==> src/rtl/madnes_bus_pkg.sv <==
// Shared types for the MCU register-write path feeding control_registers.
package madnes_bus_pkg;

    // Default widths matching the control_registers write port
    localparam int DEF_ADDR_W = 3;
    localparam int DEF_DATA_W = 8;

    // One buffered register write
    typedef struct packed {
        logic [DEF_ADDR_W-1:0] addr;
        logic [DEF_DATA_W-1:0] data;
    } reg_write_t;

    // Capture FSM: IDLE waits for a bus write to start, STROBE waits for it to end
    typedef enum logic {
        IDLE   = 1'b0,
        STROBE = 1'b1
    } cap_state_t;

endpackage

==> src/rtl/reg_write_fifo.sv <==
// Synchronous FIFO of packed {addr,data} register writes. A push while full is
// accepted only when a pop happens in the same cycle; otherwise it is ignored
// (the parent flags the drop). Pointers wrap naturally because DEPTH is a power of 2.
module reg_write_fifo
    import madnes_bus_pkg::*;
#(
    parameter int W     = DEF_ADDR_W + DEF_DATA_W,
    parameter int DEPTH = 8
) (
    input  logic                     clk,
    input  logic                     rst_n,
    input  logic                     push,
    input  logic                     pop,
    input  logic [W-1:0]             wdata,
    output logic [W-1:0]             rdata,
    output logic [$clog2(DEPTH):0]   count,
    output logic                     full,
    output logic                     empty
);
    localparam int PW = $clog2(DEPTH);

    logic [W-1:0]  mem_q [DEPTH];
    logic [PW-1:0] wr_ptr_q;
    logic [PW-1:0] rd_ptr_q;
    logic [PW:0]   count_q;
    logic [PW:0]   count_d;
    logic          do_push;

    assign full    = (count_q == (PW+1)'(DEPTH));
    assign empty   = (count_q == '0);
    assign do_push = push && (!full || pop);
    assign rdata   = mem_q[rd_ptr_q];
    assign count   = count_q;

    // Occupancy next-state: simultaneous push and pop leaves the count unchanged
    always_comb begin
        count_d = count_q;
        case ({do_push, pop})
            2'b10:   count_d = count_q + 1'b1;
            2'b01:   count_d = count_q - 1'b1;
            default: count_d = count_q;
        endcase
    end

    // Pointer and occupancy registers
    always_ff @(posedge clk or negedge rst_n) begin
        if (!rst_n) begin
            wr_ptr_q <= '0;
            rd_ptr_q <= '0;
            count_q  <= '0;
        end else begin
            if (do_push) wr_ptr_q <= wr_ptr_q + 1'b1;
            if (pop)     rd_ptr_q <= rd_ptr_q + 1'b1;
            count_q <= count_d;
        end
    end

    // Storage array, no reset needed since occupancy gates every read
    always_ff @(posedge clk) begin
        if (do_push) mem_q[wr_ptr_q] <= wdata;
    end

endmodule

==> src/rtl/mcu_write_bridge.sv <==
// Bridges asynchronous MCU bus writes into clk, buffers them, and replays them as
// single-cycle register write strobes only while commit_allow (vblank) is high.
// addr/data are sampled raw at push time; the bus guarantees they are stable then.
module mcu_write_bridge
    import madnes_bus_pkg::*;
#(
    parameter int ADDR_W      = DEF_ADDR_W,
    parameter int DATA_W      = DEF_DATA_W,
    parameter int FIFO_DEPTH  = 8,
    parameter int SYNC_STAGES = 2
) (
    input  logic                          clk,
    input  logic                          rst_n,
    input  logic                          ebi_cs_n,
    input  logic                          ebi_we_n,
    input  logic [ADDR_W-1:0]             ebi_addr,
    input  logic [DATA_W-1:0]             ebi_data,
    input  logic                          commit_allow,
    input  logic                          overflow_clr,
    output logic [ADDR_W-1:0]             write_addr,
    output logic [DATA_W-1:0]             write_data,
    output logic                          write_enable,
    output logic                          fifo_full,
    output logic [$clog2(FIFO_DEPTH):0]   fifo_count,
    output logic                          overflow
);
    localparam int W = ADDR_W + DATA_W;

    logic [SYNC_STAGES-1:0] cs_sync_q;
    logic [SYNC_STAGES-1:0] we_sync_q;
    logic                   cs_s;
    logic                   we_s;
    cap_state_t             state_q;
    logic                   push;
    logic                   pop;
    logic                   drop;
    logic                   fifo_empty;
    logic [W-1:0]           fifo_rdata;
    logic [ADDR_W-1:0]      write_addr_q;
    logic [DATA_W-1:0]      write_data_q;
    logic                   write_enable_q;
    logic                   overflow_q;

    // Synchronisers preset to 1 so reset looks like an idle bus
    always_ff @(posedge clk or negedge rst_n) begin
        if (!rst_n) begin
            cs_sync_q <= '1;
            we_sync_q <= '1;
        end else begin
            cs_sync_q <= {cs_sync_q[SYNC_STAGES-2:0], ebi_cs_n};
            we_sync_q <= {we_sync_q[SYNC_STAGES-2:0], ebi_we_n};
        end
    end

    assign cs_s = cs_sync_q[SYNC_STAGES-1];
    assign we_s = we_sync_q[SYNC_STAGES-1];

    // In STROBE both strobes were low, so we_s high means it just rose: a completed
    // write (including cs_s rising together). cs_s alone rising is an aborted cycle.
    assign push = (state_q == STROBE) && we_s;

    // Capture FSM
    always_ff @(posedge clk or negedge rst_n) begin
        if (!rst_n) begin
            state_q <= IDLE;
        end else begin
            case (state_q)
                IDLE:    if (!cs_s && !we_s) state_q <= STROBE;
                STROBE:  if (we_s || cs_s)   state_q <= IDLE;
                default: state_q <= IDLE;
            endcase
        end
    end

    assign pop  = commit_allow && !fifo_empty;
    assign drop = push && fifo_full && !pop;

    reg_write_fifo #(
        .W     (W),
        .DEPTH (FIFO_DEPTH)
    ) u_fifo (
        .clk   (clk),
        .rst_n (rst_n),
        .push  (push),
        .pop   (pop),
        .wdata ({ebi_addr, ebi_data}),
        .rdata (fifo_rdata),
        .count (fifo_count),
        .full  (fifo_full),
        .empty (fifo_empty)
    );

    // Drain register: one strobe per pop, address/data hold between strobes
    always_ff @(posedge clk or negedge rst_n) begin
        if (!rst_n) begin
            write_addr_q   <= '0;
            write_data_q   <= '0;
            write_enable_q <= 1'b0;
        end else begin
            write_enable_q <= pop;
            if (pop) {write_addr_q, write_data_q} <= fifo_rdata;
        end
    end

    // Sticky overflow; a drop in the same cycle as a clear wins
    always_ff @(posedge clk or negedge rst_n) begin
        if (!rst_n)            overflow_q <= 1'b0;
        else if (drop)         overflow_q <= 1'b1;
        else if (overflow_clr) overflow_q <= 1'b0;
    end

    assign write_addr   = write_addr_q;
    assign write_data   = write_data_q;
    assign write_enable = write_enable_q;
    assign overflow     = overflow_q;

endmodule
==> config.mk <==
export PLATFORM = sky130hd
export DESIGN_NAME = mcu_write_bridge
export DESIGN_NICKNAME = d
export VERILOG_FILES = /design/src/rtl/madnes_bus_pkg.sv /design/src/rtl/reg_write_fifo.sv /design/src/rtl/mcu_write_bridge.sv
export SDC_FILE = /design/constraint.sdc
export NUM_CORES = 1
export LEC_CHECK = 0
export ABC_CLOCK_PERIOD_IN_PS = 6000
export CORE_AREA = 5 5 127 93
export CTS_CLUSTER_SIZE = 24
export DETAILED_ROUTE_END_ITERATION = 7
export DIE_AREA = 0 0 132 98
export GPL_TIMING_DRIVEN = 0
export PLACE_DENSITY_LB_ADDON = 0.08
export SYNTH_ARGS = -nofsm -noshare
export SYNTH_HDL_FRONTEND = slang
export SYNTH_SLANG_ARGS = --single-unit
==> constraint.sdc <==
create_clock -name clk -period 6 [get_ports clk]
set_input_delay 1.2 -clock clk [delete_from_list [all_inputs] [get_ports clk]]
set_output_delay 1.2 -clock clk [all_outputs]
set_load 0.05 [all_outputs]
==> results of run 1 <==
[power breakdown]
part	switching, mW	leakage [nW]	internal (mW)
sequential	0.0848	1.13	0.963
combinational	0.464	0.583	0.345
clock	0.338	0.298	0.710
[final timing paths]
path                                 endpoint  cells after the start       startpoint  slack (ps)
max reg2reg                u_fifo.mem_q[6][7]                      6  u_fifo.count[1]        3200
min in group asynchronous     u_fifo.count[3]                      1            rst_n         840
max in group asynchronous       write_data[6]                      1            rst_n        4700
max                                 fifo_full                      4  u_fifo.count[1]        2390
min                              cs_sync_q[1]                      0     cs_sync_q[0]         350
min reg2reg                      cs_sync_q[1]                      0     cs_sync_q[0]         350
[logic make-up after synthesis]
kind of cell	synth area share
DFF	0.746
and+or+nand+nor	0.0435
muxes	0.142
AOI/OAI and AO/OA	0.0334
buffers and inverters	0.0137
xor gates and xnor gates	0.0137
adders and majority gates	0.00836
[cells in the mapped netlist (all sizes together)]
library cell	instances
nor4	1
a21oi	2
ha	3
dfstp	4
or4b	1
or4	1
nand2b	2
edfxtp	88
o21ai	14
nor2	5
nor3	6
and2	1
dfrtp	24
o41ai	1
nand2	26
inv	4
xor2	1
o21a	1
o22ai	1
mux2i	14
buf	9
xnor2	6
mux4	22
o32ai	2
[metal layers]
metal  wire [um]  vias up
li1            -     1061
met1        4320     1158
met2        4370       49
met3         349       17
met4         194        0
met5           0        -
[critical path, cell delays in order (launching register included)]
cell             delay (ps)
dfrtp_1                 380
buf_2                   190
or4b_4                  550
inv_2                    80
clkdlybuf4s50_1         790
[sequential cells by signal, indices dropped and copies added, names as in the netlist]
register and count:
write_addr 3, u_fifo.mem_q 88, u_fifo.rd_ptr_q 3, state_q 1
cs_sync_q 2, write_enable 1, write_data 8, overflow 1
u_fifo.count 4, we_sync_q 2, u_fifo.wr_ptr_q 3
[layout make-up]
class                      instances  area [um2]
clock buffer                      21         460
buffer                             9        46.3
timing repair buffer              40         410
tap                              136         170
fill                             829        4890
clock inverter                    11         158
sequential                       116        3350
inverter                           4        15.0
multi-input combinational        110        1110
[metrics by stage]
step / utilization / hold WS, ps
after floorplan: - / 345
after global placement: 0.471 / 347
after detailed placement: 0.479 / 349
after CTS: 0.538 / 356
after global routing: 0.539 / 356
final: 0.539 / 354
==> flow_summary.yaml, run 1 <==
pwr:
  power.ir.vdd_worst_mv: 0.302
  powerDensity_mw_per_mm2: 508
  fin_total_pwr_mw: 2.90
  static_power_due_to_leakage_nw: 2.01
clocking:
  cts.clk_slew.worst_paths_ps: 50
  max-clock-path-buffers: 2
  cts_buffer_count: 17
  clk-insertion-delay-late_ps: 410
  cts_repair_resize_count: 0
  hold_buffers: 0
  tritoncts_clock_tree: "yes"
  cts-htree-levels: 4
  sink_count: 116
  cts_setup_buffers: 0
  clk_root_buffer_cell: "clkbuf_16"
finish:
  final_area_mm2: 0.00572
  antenna-diode-count: 0
  design.final.nets: 318
  fin_cells: 447
  layout.cells.most_common_list: "edfxtp_1 (88), clkdlybuf4s50_1 (33), nand2_1 (25)"
  relative_area_change_from_synthesis_to_final_layout_pct: 27.3
  drive_gt1_frac: 0.254
  most_common_cell_after_layout_fill_and_taps_aside: "edfxtp_1"
timing:
  timing_max_transition_violations_final: 0
  setup-tns-final_ps: 0
  timing.fmax_ghz: 0.277
  tightestPinTransition_ps: 1460
  worst_clock_skew_ps: 9.04
  unrepaired_setup_endpoints_after_global_routing: "false"
  hold_violations: 0
  period_utilisation_layout: 0.602
  setup_viol: 0
  min_period_ps: 3610
  max_slew_margin: 0.0253
  timing.final.ws_setup_ps: 2390
flow_run:
  maxCapViolCount: 0
placed_design:
  post-place-cells: 414
  gp_routability_congestion: 0.702
  hpwl_mm: 5.74
  pre_cts_ws_ps: 2020
  numPortBuffers: 34
  dpl_cell_area_mm2: 0.00508
global_route:
  grt_use_total: 0.157
  top_usage_layer: "met2"
  gr-total-overflow: 0
  grtUsageMet1: 0.207
  grt_first_pass_wirelength_mm: 14.3
  global_route.usage.met3: 0.0469
  antenna_found_initial: 0
  maximum_number_of_pins_on_one_net_before_global_route_repair: 29
  vias_in_the_first_global_route: 2404
  grtUsageMet2: 0.239
die:
  chipWidth_um: 132
  core_mm2: 0.0106
  pin_count: 35
  initial_cell_density_of_the_core: 0.423
  die_area_mm2: 0.0129
  fp.dieH_um: 98
  fp-row-count: 32
route:
  dr.pass1.iters: 4
  wl_per_cell_um: 20.7
  vias: 2285
  final_antenna_net_count: 0
  drt_wl_total_mm: 9.23
  drc: 0
  initial_drt_markers: 132
  route.detailed.vias_per_inst: 5.11
logic_synthesis:
  synthesis.nets: 259
  synth_cell_types: 30
  synth.top_cells.by_area: "edfxtp_1 (59%), dfrtp_1 (13%), mux4_2 (11%), mux2i_1 (3.1%), dfstp_2 (2.3%)"
  post_synth.cell_area_avg_um2: 18.8
  synth_sequential_area_ratio: 0.746
  synth.yosys.warnings: 0
  synth_largest_area_cell: "edfxtp_1"
  ys_seq_elements: 116
  synth_top_area_share: 0.589
  syn-cell-area_mm2: 0.00449
  netlist_instances: 239
outcome:
  status: "completed"
worst_hold_path:
  hold_path.class: "register to register"
critical_path:
  worstSetupEndpointType: "output pin"
  critical_path_class: "register to output pin"
  timing.critical_path.from_type: "register"
  crit_arrival_ps: 2410
  cp.required_ps: 4800
  cp_max_fo: 9
Note: power is estimated with default switching activity, not from simulation.
==> run 2: changes to the inputs <==
Settings changed: ABC_CLOCK_PERIOD_IN_PS 6000 to 3700.
Clock period 6 ns to 3.7 ns, I/O delays scaled along.
==> results of run 2 <==
Same layout as run 1 (identical final DEF). Status: completed.
Among the figures that moved: setup slack after placement 2020 ps -> 182 ps; setup slack after layout 2390 ps -> 547 ps; register-to-register setup slack 3200 ps -> 900 ps; total power 2.90 mW -> 4.71 mW; worst IR drop on VDD 0.302 mV -> 0.490 mV
==> run 3: changes to the inputs <==
Settings changed: SKIP_CTS_REPAIR_TIMING set to 1.
==> results of run 3 <==
Same layout as run 1 (identical final DEF). Status: completed.
Among the figures that moved: setup slack after placement 2020 ps -> 182 ps; setup slack after layout 2390 ps -> 547 ps; register-to-register setup slack 3200 ps -> 900 ps; total power 2.90 mW -> 4.71 mW; worst IR drop on VDD 0.302 mV -> 0.490 mV
